### src/rtl/uart_hex_pkg.sv
// -----------------------------------------------------------------------------
// uart_hex_pkg
// Shared types and helpers for the UART hex value receiver.
//   rx_state_t    : byte receiver states (IDLE, START, DATA, STOP)
//   parse_state_t : line parser states (ACCUM, DISCARD)
//   ASCII_CR/LF   : line terminators
//   hex_nibble()  : ASCII byte -> {is_hex, nibble[3:0]}
// -----------------------------------------------------------------------------
package uart_hex_pkg;

  typedef enum logic [1:0] {
    IDLE  = 2'd0,
    START = 2'd1,
    DATA  = 2'd2,
    STOP  = 2'd3
  } rx_state_t;

  typedef enum logic {
    ACCUM   = 1'b0,
    DISCARD = 1'b1
  } parse_state_t;

  localparam logic [7:0] ASCII_CR = 8'h0D;
  localparam logic [7:0] ASCII_LF = 8'h0A;

  // Returns {is_hex, nibble}. Letters a-f/A-F share the low nibble 1..6,
  // so adding 9 maps them onto 10..15.
  function automatic logic [4:0] hex_nibble(input logic [7:0] b);
    logic [4:0] r;
    r = 5'd0;
    if (b >= 8'h30 && b <= 8'h39) begin
      r = {1'b1, b[3:0]};
    end else if ((b >= 8'h41 && b <= 8'h46) || (b >= 8'h61 && b <= 8'h66)) begin
      r = {1'b1, b[3:0] + 4'd9};
    end
    return r;
  endfunction

endpackage

### src/rtl/uart_hex_value_rx_uart_rx.sv
// -----------------------------------------------------------------------------
// uart_rx
// 8N1 UART byte receiver with a 2-flop input synchronizer.
//   clk        : system clock
//   rst_n      : asynchronous active-low reset
//   rx         : asynchronous serial line, idles high
//   byte_valid : one-cycle pulse, byte_data holds the received byte
//   byte_data  : last received byte (LSB first on the line)
//   frame_err  : one-cycle pulse when the stop bit is sampled low
// -----------------------------------------------------------------------------
module uart_rx
  import uart_hex_pkg::*;
#(
  parameter int CLK_HZ = 12_000_000,
  parameter int BAUD   = 115200
) (
  input  logic       clk,
  input  logic       rst_n,
  input  logic       rx,
  output logic       byte_valid,
  output logic [7:0] byte_data,
  output logic       frame_err
);

  localparam int CLKS_PER_BIT = CLK_HZ / BAUD;
  localparam int CNT_W        = $clog2(CLKS_PER_BIT);
  localparam logic [CNT_W-1:0] CNT_FULL = CNT_W'(CLKS_PER_BIT - 1);
  localparam logic [CNT_W-1:0] CNT_HALF = CNT_W'(CLKS_PER_BIT / 2 - 1);
  localparam logic [CNT_W-1:0] CNT_ONE  = CNT_W'(1);

  logic             r_sync1;
  logic             r_sync2;
  rx_state_t        r_state;
  logic [CNT_W-1:0] r_cnt;
  logic [2:0]       r_bit;
  logic [7:0]       r_shift;
  logic             r_byte_valid;
  logic             r_frame_err;

  rx_state_t        w_state_nxt;
  logic [CNT_W-1:0] w_cnt_nxt;
  logic [2:0]       w_bit_nxt;
  logic [7:0]       w_shift_nxt;
  logic             w_byte_valid_nxt;
  logic             w_frame_err_nxt;
  logic             w_rx_s;
  logic             w_tick;

  assign w_rx_s = r_sync2;
  assign w_tick = (r_cnt == '0);

  // Synchronizer idles high so reset does not look like a start bit.
  always_ff @(posedge clk or negedge rst_n) begin
    if (!rst_n) begin
      r_sync1 <= 1'b1;
      r_sync2 <= 1'b1;
    end else begin
      r_sync1 <= rx;
      r_sync2 <= r_sync1;
    end
  end

  always_ff @(posedge clk or negedge rst_n) begin
    if (!rst_n) begin
      r_state      <= IDLE;
      r_cnt        <= '0;
      r_bit        <= 3'd0;
      r_byte_valid <= 1'b0;
      r_frame_err  <= 1'b0;
    end else begin
      r_state      <= w_state_nxt;
      r_cnt        <= w_cnt_nxt;
      r_bit        <= w_bit_nxt;
      r_byte_valid <= w_byte_valid_nxt;
      r_frame_err  <= w_frame_err_nxt;
    end
  end

  // Data shift register carries no control meaning, so it is not reset.
  always_ff @(posedge clk) begin
    r_shift <= w_shift_nxt;
  end

  always_comb begin
    w_state_nxt      = r_state;
    w_cnt_nxt        = r_cnt;
    w_bit_nxt        = r_bit;
    w_shift_nxt      = r_shift;
    w_byte_valid_nxt = 1'b0;
    w_frame_err_nxt  = 1'b0;

    case (r_state)
      IDLE: begin
        if (!w_rx_s) begin
          w_state_nxt = START;
          w_cnt_nxt   = CNT_HALF;
        end
      end
      START: begin
        if (w_tick) begin
          // Line high again at mid start bit: a glitch, not a frame.
          if (w_rx_s) begin
            w_state_nxt = IDLE;
          end else begin
            w_state_nxt = DATA;
            w_cnt_nxt   = CNT_FULL;
            w_bit_nxt   = 3'd0;
          end
        end else begin
          w_cnt_nxt = r_cnt - CNT_ONE;
        end
      end
      DATA: begin
        if (w_tick) begin
          w_shift_nxt = {w_rx_s, r_shift[7:1]};
          w_cnt_nxt   = CNT_FULL;
          if (r_bit == 3'd7) begin
            w_state_nxt = STOP;
          end else begin
            w_bit_nxt = r_bit + 3'd1;
          end
        end else begin
          w_cnt_nxt = r_cnt - CNT_ONE;
        end
      end
      STOP: begin
        if (w_tick) begin
          w_state_nxt = IDLE;
          if (w_rx_s) begin
            w_byte_valid_nxt = 1'b1;
          end else begin
            w_frame_err_nxt = 1'b1;
          end
        end else begin
          w_cnt_nxt = r_cnt - CNT_ONE;
        end
      end
      default: w_state_nxt = IDLE;
    endcase
  end

  assign byte_valid = r_byte_valid;
  assign byte_data  = r_shift;
  assign frame_err  = r_frame_err;

endmodule

### src/rtl/uart_hex_value_rx.sv
// -----------------------------------------------------------------------------
// uart_hex_value_rx
// Receives ASCII hex lines over UART and commits 1-4 digit values.
//   clk         : system clock
//   rst_n       : asynchronous active-low reset
//   rx          : UART line (8N1, idles high)
//   value       : last committed 16-bit value (feeds led_nibble_display)
//   value_valid : one-cycle pulse when value changes
//   frame_err   : one-cycle pulse on a low stop bit
//   parse_err   : one-cycle pulse on a bad character or a 5th digit
// -----------------------------------------------------------------------------
module uart_hex_value_rx
  import uart_hex_pkg::*;
#(
  parameter int CLK_HZ = 12_000_000,
  parameter int BAUD   = 115200
) (
  input  logic        clk,
  input  logic        rst_n,
  input  logic        rx,
  output logic [15:0] value,
  output logic        value_valid,
  output logic        frame_err,
  output logic        parse_err
);

  logic         w_byte_valid;
  logic [7:0]   w_byte_data;
  logic         w_frame_err;
  logic [4:0]   w_hex;
  logic         w_eol;

  parse_state_t r_pstate;
  logic [15:0]  r_acc;
  logic [2:0]   r_cnt;
  logic [15:0]  r_value;
  logic         r_value_valid;
  logic         r_parse_err;
  logic         r_frame_err;

  parse_state_t w_pstate_nxt;
  logic [15:0]  w_acc_nxt;
  logic [2:0]   w_cnt_nxt;
  logic [15:0]  w_value_nxt;
  logic         w_value_valid_nxt;
  logic         w_parse_err_nxt;

  uart_rx #(
    .CLK_HZ (CLK_HZ),
    .BAUD   (BAUD)
  ) u_uart_rx (
    .clk        (clk),
    .rst_n      (rst_n),
    .rx         (rx),
    .byte_valid (w_byte_valid),
    .byte_data  (w_byte_data),
    .frame_err  (w_frame_err)
  );

  assign w_hex = hex_nibble(w_byte_data);
  assign w_eol = (w_byte_data == ASCII_CR) || (w_byte_data == ASCII_LF);

  always_ff @(posedge clk or negedge rst_n) begin
    if (!rst_n) begin
      r_pstate      <= ACCUM;
      r_acc         <= 16'h0000;
      r_cnt         <= 3'd0;
      r_value       <= 16'h0000;
      r_value_valid <= 1'b0;
      r_parse_err   <= 1'b0;
      r_frame_err   <= 1'b0;
    end else begin
      r_pstate      <= w_pstate_nxt;
      r_acc         <= w_acc_nxt;
      r_cnt         <= w_cnt_nxt;
      r_value       <= w_value_nxt;
      r_value_valid <= w_value_valid_nxt;
      r_parse_err   <= w_parse_err_nxt;
      r_frame_err   <= w_frame_err;
    end
  end

  always_comb begin
    w_pstate_nxt      = r_pstate;
    w_acc_nxt         = r_acc;
    w_cnt_nxt         = r_cnt;
    w_value_nxt       = r_value;
    w_value_valid_nxt = 1'b0;
    w_parse_err_nxt   = 1'b0;

    if (w_frame_err) begin
      // A corrupted byte poisons the rest of the line.
      w_pstate_nxt = DISCARD;
    end else if (w_byte_valid) begin
      case (r_pstate)
        ACCUM: begin
          if (w_hex[4]) begin
            if (r_cnt == 3'd4) begin
              w_parse_err_nxt = 1'b1;
              w_pstate_nxt    = DISCARD;
            end else begin
              w_acc_nxt = {r_acc[11:0], w_hex[3:0]};
              w_cnt_nxt = r_cnt + 3'd1;
            end
          end else if (w_eol) begin
            // Empty line (e.g. LF of a CRLF pair) is silently ignored.
            if (r_cnt != 3'd0) begin
              w_value_nxt       = r_acc;
              w_value_valid_nxt = 1'b1;
              w_acc_nxt         = 16'h0000;
              w_cnt_nxt         = 3'd0;
            end
          end else begin
            w_parse_err_nxt = 1'b1;
            w_pstate_nxt    = DISCARD;
          end
        end
        DISCARD: begin
          if (w_eol) begin
            w_acc_nxt    = 16'h0000;
            w_cnt_nxt    = 3'd0;
            w_pstate_nxt = ACCUM;
          end
        end
        default: w_pstate_nxt = ACCUM;
      endcase
    end
  end

  assign value       = r_value;
  assign value_valid = r_value_valid;
  assign parse_err   = r_parse_err;
  assign frame_err   = r_frame_err;

endmodule

### config.mk
export PLATFORM = sky130hd
export DESIGN_NAME = uart_hex_value_rx
export DESIGN_NICKNAME = d
export VERILOG_FILES = /design/src/rtl/uart_hex_pkg.sv /design/src/rtl/uart_hex_value_rx_uart_rx.sv /design/src/rtl/uart_hex_value_rx.sv
export SDC_FILE = /design/constraint.sdc
export NUM_CORES = 1
export LEC_CHECK = 0
export CAP_MARGIN = 20
export CORE_ASPECT_RATIO = 1.5
export CORE_MARGIN = 3
export CORE_UTILIZATION = 60
export CTS_BUF_LIST = sky130_fd_sc_hd__clkbuf_4
export CTS_CLUSTER_DIAMETER = 50
export CTS_CLUSTER_SIZE = 16
export DETAILED_ROUTE_END_ITERATION = 10
export GPL_TIMING_DRIVEN = 0
export PLACE_DENSITY = 0.77
export SLEW_MARGIN = 20
export SYNTH_ARGS = -nofsm -noshare
export SYNTH_HDL_FRONTEND = slang
export SYNTH_SLANG_ARGS = --single-unit
### constraint.sdc
create_clock -name clk -period 3.05 [get_ports clk]
set_input_delay 0.7625 -clock clk [delete_from_list [all_inputs] [get_ports clk]]
set_output_delay 0.7625 -clock clk [all_outputs]
set_load 0.1 [all_outputs]
==> impl_metrics.toml, run 1 <==
[status]
status = "completed"

[power_and_ir_drop]
power_mw = 1.405
power_frac_comb_pct = 1.2
p_seq_share_pct = 60.6
power.switching_mw = 0.3100
power_density_nw_per_um2 = 405.3
ir_worst_vdd_uv = 302.5
p_leak_nw = 1.616
sw_frac_of_total_pct = 22.06
p_clk_share_pct = 38.2
p_int_mw = 1.095

[timing]
fin_hold_ws_ps = 360.4
final_hold_viol_count = 0
finalSetupViolCount = 0
drv_slew = 0
max_freq_ghz = 0.3729
rsz0062_at_grt = "false"
slew_headroom_pct = 35.05
finClkSkew_ps = 9.363
setup_ws_ps = 368.4
worstMarginPinSlew_ps = 971.2
fin_crit_ps = 2682
fin_crit_sh_pct = 87.92

[cts]
cts_tree = "built"
clock_sinks = 63
post-cts-setup-buffer-count = 0
cts_root_buffer = "clkbuf_4"
clockBufferDepth = 2
cts_hold_buffers = 0
path_clk_slew_ps = 100
cts-buffers-inserted = 9
clock_latency_ps = 410
ctsResizeCount = 0
htree_levels = 3

[synth]
ys_ff_latch = 63
syn_area_um2 = 3045
ys.flop_type = "dfrtp_1"
synth_nets = 288
synth_edf_count = 8
yosys_warnings = 0
ys_seq_area_share_pct = 53.16
async_flop_share_pct = 87.30
synthDistinctLibCells = 53
netlist_instances = 271
syn_avg_cell_area_um2 = 11.24

[setup_path]
cp_data_arrival_time_ps = 1920
crit_path_top_delay_cell = "clkdlybuf4s50_1"
critPathCaptureType = "output pin"
path_buf_inv = 1
slowest_delay_ps = 1140
reg2reg_slack_ps = 630
crit_path_cell_trace = "clkdlybuf4s50_1"
startpoint_type = "register"
timing.rr.end = "u_uart_rx.r_cnt[4]"
path_depth = 1
r2r-start = "u_uart_rx.r_cnt[0]"
cp_top_family = "buffers and inverters"
r2r_cells = 7
critical_path_class = "register to output pin"
worstPathMaxFanout = 2
worstPathRequired_ps = 2290

[drt]
wl_um = 5427
avgRoutedWirePerCell_um = 14.51
drtIter0Drc = 107
dr.pass1.iters = 4
vias = 2156
antenna_left = 0
via_per_inst = 5.765
drc_errors = 0

[place]
place.gp.congestion = 0.8734
hpwl_um = 3980
dpl_worst_slack_ps = 665.9
portBuffers = 21

[worst_hold_path]
holdCritStartpoint = "u_uart_rx.r_sync1"
hold_end = "u_uart_rx.r_sync2"
hold_class = "register to register"
hold_depth = 0

[die]
design.die.area_um2 = 5984
rows = 31
core-area_um2 = 4848
fp.dieW_um = 64.17
die_h_um = 93.26
initial_utilization_pct = 62.81
boundaryPins = 22

[grt]
grt_pass1_wl_um = 9473
antenna_found_initial = 0
grt_pass1_vias = 2125
grt_max_degree = 56
grt_usage_pct = 20.74
gr-total-overflow = 0

[cells_and_area]
antennaDiodeCount = 0
fillers = 358
syn_to_final_growth_pct = 13.85
final_nets = 320
drive_gt1_share_pct = 14.29

[run]
cap_violations = 0
-- cells by family after synthesis --
family | Yosys count | synth area share [%]
AND/OR/NAND/NOR | 57 | 10.85
adder cells (fa/ha/maj) | 14 | 5.752
XOR/XNOR | 2 | 0.5753
multiplexers | 21 | 8.833
buffers and inverters | 45 | 6.245
AO/OA/AOI/OAI | 69 | 14.59
flip-flops | 63 | 53.16
-- power by group through the flow --
stage                     Clock (mW)  Combinational [mW]  Sequential [mW]
after floorplan                    0             0.00161            0.868
after global placement             0              0.0185            0.869
after detailed placement           0              0.0185            0.869
after CTS                      0.554              0.0182            0.852
after global routing           0.589              0.0202            0.852
final                          0.537              0.0170            0.852
-- synthesized netlist by cell type (3+ instances only) --
cell	n	area share (%)
a21o_1	3	0.74
a21oi_1	7	1.2
a22oi_1	3	0.74
a31oi_1	5	1.0
clkbuf_1	3	0.37
dfrtp_1	53	44
edfxtp_1	8	7.9
ha_1	14	5.8
inv_1	35	4.3
mux2_1	3	1.1
mux2_2	4	1.5
mux2_4	10	4.9
mux2i_1	4	1.3
nand2_1	6	0.74
nand2b_1	3	0.62
nand3_1	6	0.99
nand4_1	11	2.3
nor2_1	13	1.6
nor3_1	5	0.82
o21a_1	3	0.74
o21ai_0	19	3.1
o21ai_1	8	1.3
o22ai_1	4	0.82
o41ai_1	3	0.86
-- registers in the layout, indices dropped and copies added (netlist names), named ones only --
name and count:
frame_err 1, parse_err 1, r_acc 16, r_cnt 3
r_pstate 1, u_uart_rx.byte_data 8, u_uart_rx.byte_valid 1, u_uart_rx.frame_err 1
u_uart_rx.r_bit 3, u_uart_rx.r_cnt 7, u_uart_rx.r_state 1, u_uart_rx.r_sync1 1
u_uart_rx.r_sync2 1, value 16, value_valid 1
-- layout by cell type, fill, tap and decap left out, drive strengths merged, types with 3 or more instances in the layout --
cell type,count
a21o,3
a21oi,8
a22oi,3
a31oi,5
buf,7
clkbuf,12
clkdlybuf4s50,20
clkinv,4
dfrtp,53
edfxtp,8
ha,14
inv,36
mux2,17
mux2i,4
nand2,6
nand2b,3
nand3,7
nand4,11
nor2,13
nor3,6
o21a,3
o21ai,27
o22ai,4
o41ai,3
-- worst max-delay path by stage --
stage	start	end	slack [ps]
5_1_grt	u_uart_rx.r_cnt[0]	u_uart_rx.r_cnt[4]	270
2_1_floorplan	u_uart_rx.byte_data[1]	r_acc[1]	950
6_report	value[2]	value[2]	370
3_3_place_gp	rst_n	value[3]	-430
3_5_place_dp	u_uart_rx.r_cnt[0]	u_uart_rx.r_cnt[4]	670
4_1_cts	value[2]	value[2]	340
-- final cells by class --
type / count / area (µm²) / share of cell area, %
flip-flops and latches: 63 / 1619 / 46.70
well taps: 66 / 82.58 / 2.382
clock buffers: 9 / 67.56 / 1.949
clock inverters: 7 / 63.81 / 1.840
plain buffers: 9 / 55.05 / 1.588
inverters: 36 / 135.1 / 3.898
repair buffers: 21 / 207.7 / 5.991
multi-input cells: 163 / 1236 / 35.66
-- stage by stage --
stage | utilization [%] | instance area (µm²) | std cells | setup TNS [ps]
after floorplan | - | 3045 | 271 | 0
after global placement | 68.85 | 3338 | 358 | -22500
after global routing | 71.51 | 3467 | 374 | 0
after CTS | 71.51 | 3467 | 374 | 0
final | 71.51 | 3467 | 374 | 0
after detailed placement | 68.80 | 3336 | 358 | 0
-- layer usage --
metal  global-route usage (%)  part of all wire, %  routed length (µm)
met2                    35.89                   54                2940
met1                    22.78                   39                2105
met4                    12.70                  3.4                 183
met5                        0                    0                   0
met3                    4.688                  3.6                 198
Power figures use the tool's default switching activity.
==> inputs of run 2 (changes only) <==
Settings changed: CORE_UTILIZATION 60 to 25, PLACE_DENSITY 0.77 to 0.37.
==> run 2 against run 1 <==
Final area up 5.2%. First-iteration DRC count down 26%. Setup slack worse by 4.5 ps. Combinational power up 33%. Sequential power about the same. Final cell count up 23%. Wire length up 21%. Register-to-register slack worse by 80 ps. Sequential share of layout area down 2.3 points. Die area up 130%. Critical endpoint unchanged. Highest routed layer unchanged.
==> impl_metrics.toml, run 2 (synthesis gave the netlist of run 1 again) <==
[setup_path]
critical_path_class = "register to output pin"
critPathCaptureType = "output pin"
slowest_delay_ps = 1130
cp_data_arrival_time_ps = 1920
worstPathMaxFanout = 2
crit_path_cell_trace = "clkdlybuf4s50_1"
crit_path_top_delay_cell = "clkdlybuf4s50_1"
cp_top_family = "buffers and inverters"
path_buf_inv = 1
startpoint_type = "register"
worstPathRequired_ps = 2290

[grt]
use_met1_pct = 12.19
met2_usage_pct = 18.38
antenna_found_initial = 0
grt_pass1_wl_um = 11090
grtUsageMet3_pct = 2.616
gr-total-overflow = 0
grt_max_degree = 52
grt_pass1_vias = 2151
grt_usage_pct = 10.70
grt_busiest_layer = "met2"

[cts]
cts_tree = "built"
clockBufferDepth = 2
post-cts-setup-buffer-count = 0
ctsResizeCount = 0
htree_levels = 3
path_clk_slew_ps = 120
cts-buffers-inserted = 9
clock_latency_ps = 410
cts_hold_buffers = 0
cts_root_buffer = "clkbuf_4"
clock_sinks = 63

[timing]
worstMarginPinSlew_ps = 989.1
finClkSkew_ps = 14.74
fin_crit_ps = 2686
rsz0062_at_grt = "false"
final_hold_viol_count = 0
max_freq_ghz = 0.3723
fin_hold_ws_ps = 132.4
finalSetupViolCount = 0
final.setup.tns_ps = 0
fin_crit_sh_pct = 88.07
drv_slew = 0
slew_headroom_pct = 33.85
setup_ws_ps = 364.0

[cells_and_area]
finalInstanceArea_um2 = 3646
drive_gt1_share_pct = 14.56
final_util_pct = 31.13
final_cell_mix = "dfrtp_1, inv_1, clkdlybuf4s50_1, o21ai_0, ha_1"
finalNonFillerCells = 459
syn_to_final_growth_pct = 19.72
final_nets = 321
mostFrequentLayoutCell = "dfrtp_1"
antennaDiodeCount = 0

[drt]
dr.pass1.iters = 4
avgRoutedWirePerCell_um = 14.31
wl_um = 6567
via_per_inst = 4.551
antenna_left = 0
drc_errors = 0
vias = 2089
drtIter0Drc = 79

[die]
core-area_um2 = 11710
die_h_um = 141.2
design.die.area_um2 = 13570
fp.dieW_um = 96.12
rows = 48
initial_utilization_pct = 26.00
boundaryPins = 22

[power_and_ir_drop]
power.switching_mw = 0.3378
p_int_mw = 1.267
power_density_nw_per_um2 = 440.2
ir_worst_vdd_uv = 191.8
power_frac_comb_pct = 1.4
power_mw = 1.605
p_clk_share_pct = 45.5
p_leak_nw = 1.657
p_seq_share_pct = 53.1
sw_frac_of_total_pct = 21.05

[place]
dpl-instance-area_um2 = 3468
dp.cells = 443
dpl_worst_slack_ps = 552.8
place.gp.congestion = 0.7293
portBuffers = 21
hpwl_um = 4672

[run]
cap_violations = 0

[status]
status = "completed"

[worst_hold_path]
hold_class = "primary input to asynchronous set/reset pin"
run 2: path summary, 6_finish.rpt:
path / slack (ps) / to / startpoint / depth (start not counted)
max: 360 / value[2] / value[2] / 1
min: 130 / value_valid / rst_n / 1
max reg2reg: 550 / u_uart_rx.r_cnt[4] / u_uart_rx.r_cnt[0] / 7
min reg2reg: 370 / u_uart_rx.r_sync2 / u_uart_rx.r_sync1 / 0
max in group asynchronous: 2390 / u_uart_rx.r_sync1 / rst_n / 2
min in group clk: 370 / u_uart_rx.r_sync2 / u_uart_rx.r_sync1 / 0
run 2: area by class of cell:
cell class,count,area [µm²]
clock inverters,7,110.1
clock buffers,9,67.56
repair buffers,22,235.2
fillers,1218,8065
plain buffers,9,55.05
multi-input cells,163,1236
well taps,150,187.7
flip-flops and latches,63,1619
inverters,36,135.1
run 2: power groups by stage:
stage	clock network (mW)	logic [mW]	registers, mW
final	0.730	0.0226	0.852
after global routing	0.807	0.0269	0.853
after CTS	0.769	0.0244	0.852
after detailed placement	0	0.0245	0.869
after global placement	0	0.0204	0.869
after floorplan	0	0.00161	0.868
run 2: routing by layer:
layer  up-vias  part of all wire [%]  wire (µm)
met4         0                   2.4        157
li1       1039                     -          -
met1      1009                    42       2787
met2        28                    52       3440
met3        13                   2.8        182
met5         -                     0          0
==> inputs of run 3 (changes only) <==
Clock period 3.05 ns to 2.8 ns, I/O delays scaled along.
==> run 3 against run 2 <==
Sequential power grew 8.9%. Register-to-register slack lost 140 ps. Die area is the same. Critical endpoint unchanged. Via count is essentially flat. Power grew 9.0%. Global-route usage is the same. Largest cell class unchanged. Highest routed layer unchanged.
==> impl_metrics.toml, run 3 (synthesis gave the netlist of run 1 again) <==
[status]
status = "completed"

[setup_path]
worstPathMaxFanout = 2
worstPathRequired_ps = 2100
worstSetupStartpoint = "value[2]"
critPathCaptureType = "output pin"
startpoint_type = "register"
crit_path_top_delay_cell = "clkdlybuf4s50_1"
reg2reg_slack_ps = 410
r2r-start = "u_uart_rx.byte_data[1]"
crit_path_cell_trace = "clkdlybuf4s50_1"
path_depth = 1
timing.rr.end = "r_acc[1]"
endpoint = "value[2]"
slowest_delay_ps = 1130
cp_data_arrival_time_ps = 1920
r2r_cells = 8
cp_top_family = "buffers and inverters"
critical_path_class = "register to output pin"
path_buf_inv = 1

[cells_and_area]
antennaDiodeCount = 0
drive_gt1_share_pct = 14.89
final_util_pct = 31.18
mostFrequentLayoutCell = "dfrtp_1"
fillers = 1217
final_nets = 321
multi_input_area_um2 = 1241
final_cell_mix = "dfrtp_1, inv_1, clkdlybuf4s50_1, o21ai_0, ha_1"
syn_to_final_growth_pct = 19.88
regArea_um2 = 1619

[grt]
grt_pass1_wl_um = 11090
antenna_found_initial = 0
grt_max_degree = 52
grt_pass1_vias = 2151
gr-total-overflow = 0
grt_usage_pct = 10.70

[power_and_ir_drop]
p_int_mw = 1.380
p_leak_nw = 1.662
p_seq_share_pct = 53.1
ir_worst_vdd_uv = 209.0
sw_frac_of_total_pct = 21.07
p_clk_share_pct = 45.5
power.switching_mw = 0.3684
power_density_nw_per_um2 = 478.9
power_frac_comb_pct = 1.4

[cts]
cts-buffers-inserted = 9
clockBufferDepth = 2
htree_levels = 3
cts_hold_buffers = 0
ctsResizeCount = 0
path_clk_slew_ps = 120
post-cts-setup-buffer-count = 0
clock_latency_ps = 410
cts_tree = "built"
cts_root_buffer = "clkbuf_4"
clock_sinks = 63

[drt]
via_per_inst = 4.553
wl_um = 6565
vias = 2090
antenna_left = 0
dr.pass1.iters = 4
drc_errors = 0
avgRoutedWirePerCell_um = 14.30
drtIter0Drc = 80

[timing]
setup_ws_ps = 176.5
worstMarginPinSlew_ps = 989.1
fin_crit_ps = 2624
final_hold_viol_count = 0
slew_headroom_pct = 33.85
max_freq_ghz = 0.3812
fin_crit_sh_pct = 93.70
finClkSkew_ps = 14.74
rsz0062_at_grt = "false"
drv_slew = 0
finalSetupViolCount = 0

[die]
initial_utilization_pct = 26.00
fp.dieW_um = 96.12
core-area_um2 = 11710
design.die.area_um2 = 13570
boundaryPins = 22
rows = 48
die_h_um = 141.2

[worst_hold_path]
hold_class = "primary input to asynchronous set/reset pin"

[place]
hpwl_um = 4672
place.gp.congestion = 0.7293
dpl_worst_slack_ps = 302.8
portBuffers = 21

[run]
cap_violations = 0
run 3: power by group through the flow:
stage	Sequential (mW)	Clock [mW]	Combinational, mW
after floorplan	0.946	0	0.00176
after global placement	0.946	0	0.0222
after detailed placement	0.946	0	0.0267
after CTS	0.928	0.837	0.0266
after global routing	0.929	0.879	0.0293
final	0.928	0.796	0.0246
run 3: cell type report:
cell class,count,area share [%]
clock inverters,7,3.016
plain buffers,9,1.508
inverters,36,3.701
clock buffers,9,1.851
flip-flops and latches,63,44.35
repair buffers,22,6.443
well taps,150,5.141
multi-input cells,163,34.00
run 3: worst register-to-register path: cells and delay by family (launching register included):
family,cells,cell delay [ps]
fa+ha+maj,1,230
buf+inv,2,290
compound gates,4,990
mux,1,310
flops,1,470
run 3: how the worst min path moves through the flow:
stage / endpoint / slack, ps
after detailed placement: u_uart_rx.r_sync2 / 350
after CTS: value_valid / 40
after global placement: u_uart_rx.r_sync2 / 350
after floorplan: u_uart_rx.r_sync2 / 350
final: value_valid / 70
after global routing: value_valid / 30
run 3: metrics by stage:
step / power [mW] / cell area (µm²) / hold slack [ps] / cells / TNS [ps]
after floorplan: 0.9475 / 3045 / 345.2 / 271 / 0
after global placement: 0.9687 / 3443 / 350.3 / 442 / -49070
after detailed placement: 0.9729 / 3468 / 353.5 / 443 / 0
after CTS: 1.792 / 3646 / 35.11 / 459 / 0
after global routing: 1.837 / 3651 / 30.15 / 459 / 0
final: 1.749 / 3651 / 69.91 / 459 / 0
run 3: layer usage:
layer / track usage (%) / part of all wire, % / vias up
met2: 18.38 / 52 / 28
li1: - / - / 1039
met3: 2.616 / 2.8 / 13
met5: 0 / 0 / -
met1: 12.19 / 42 / 1010
met4: 4.948 / 2.4 / 0
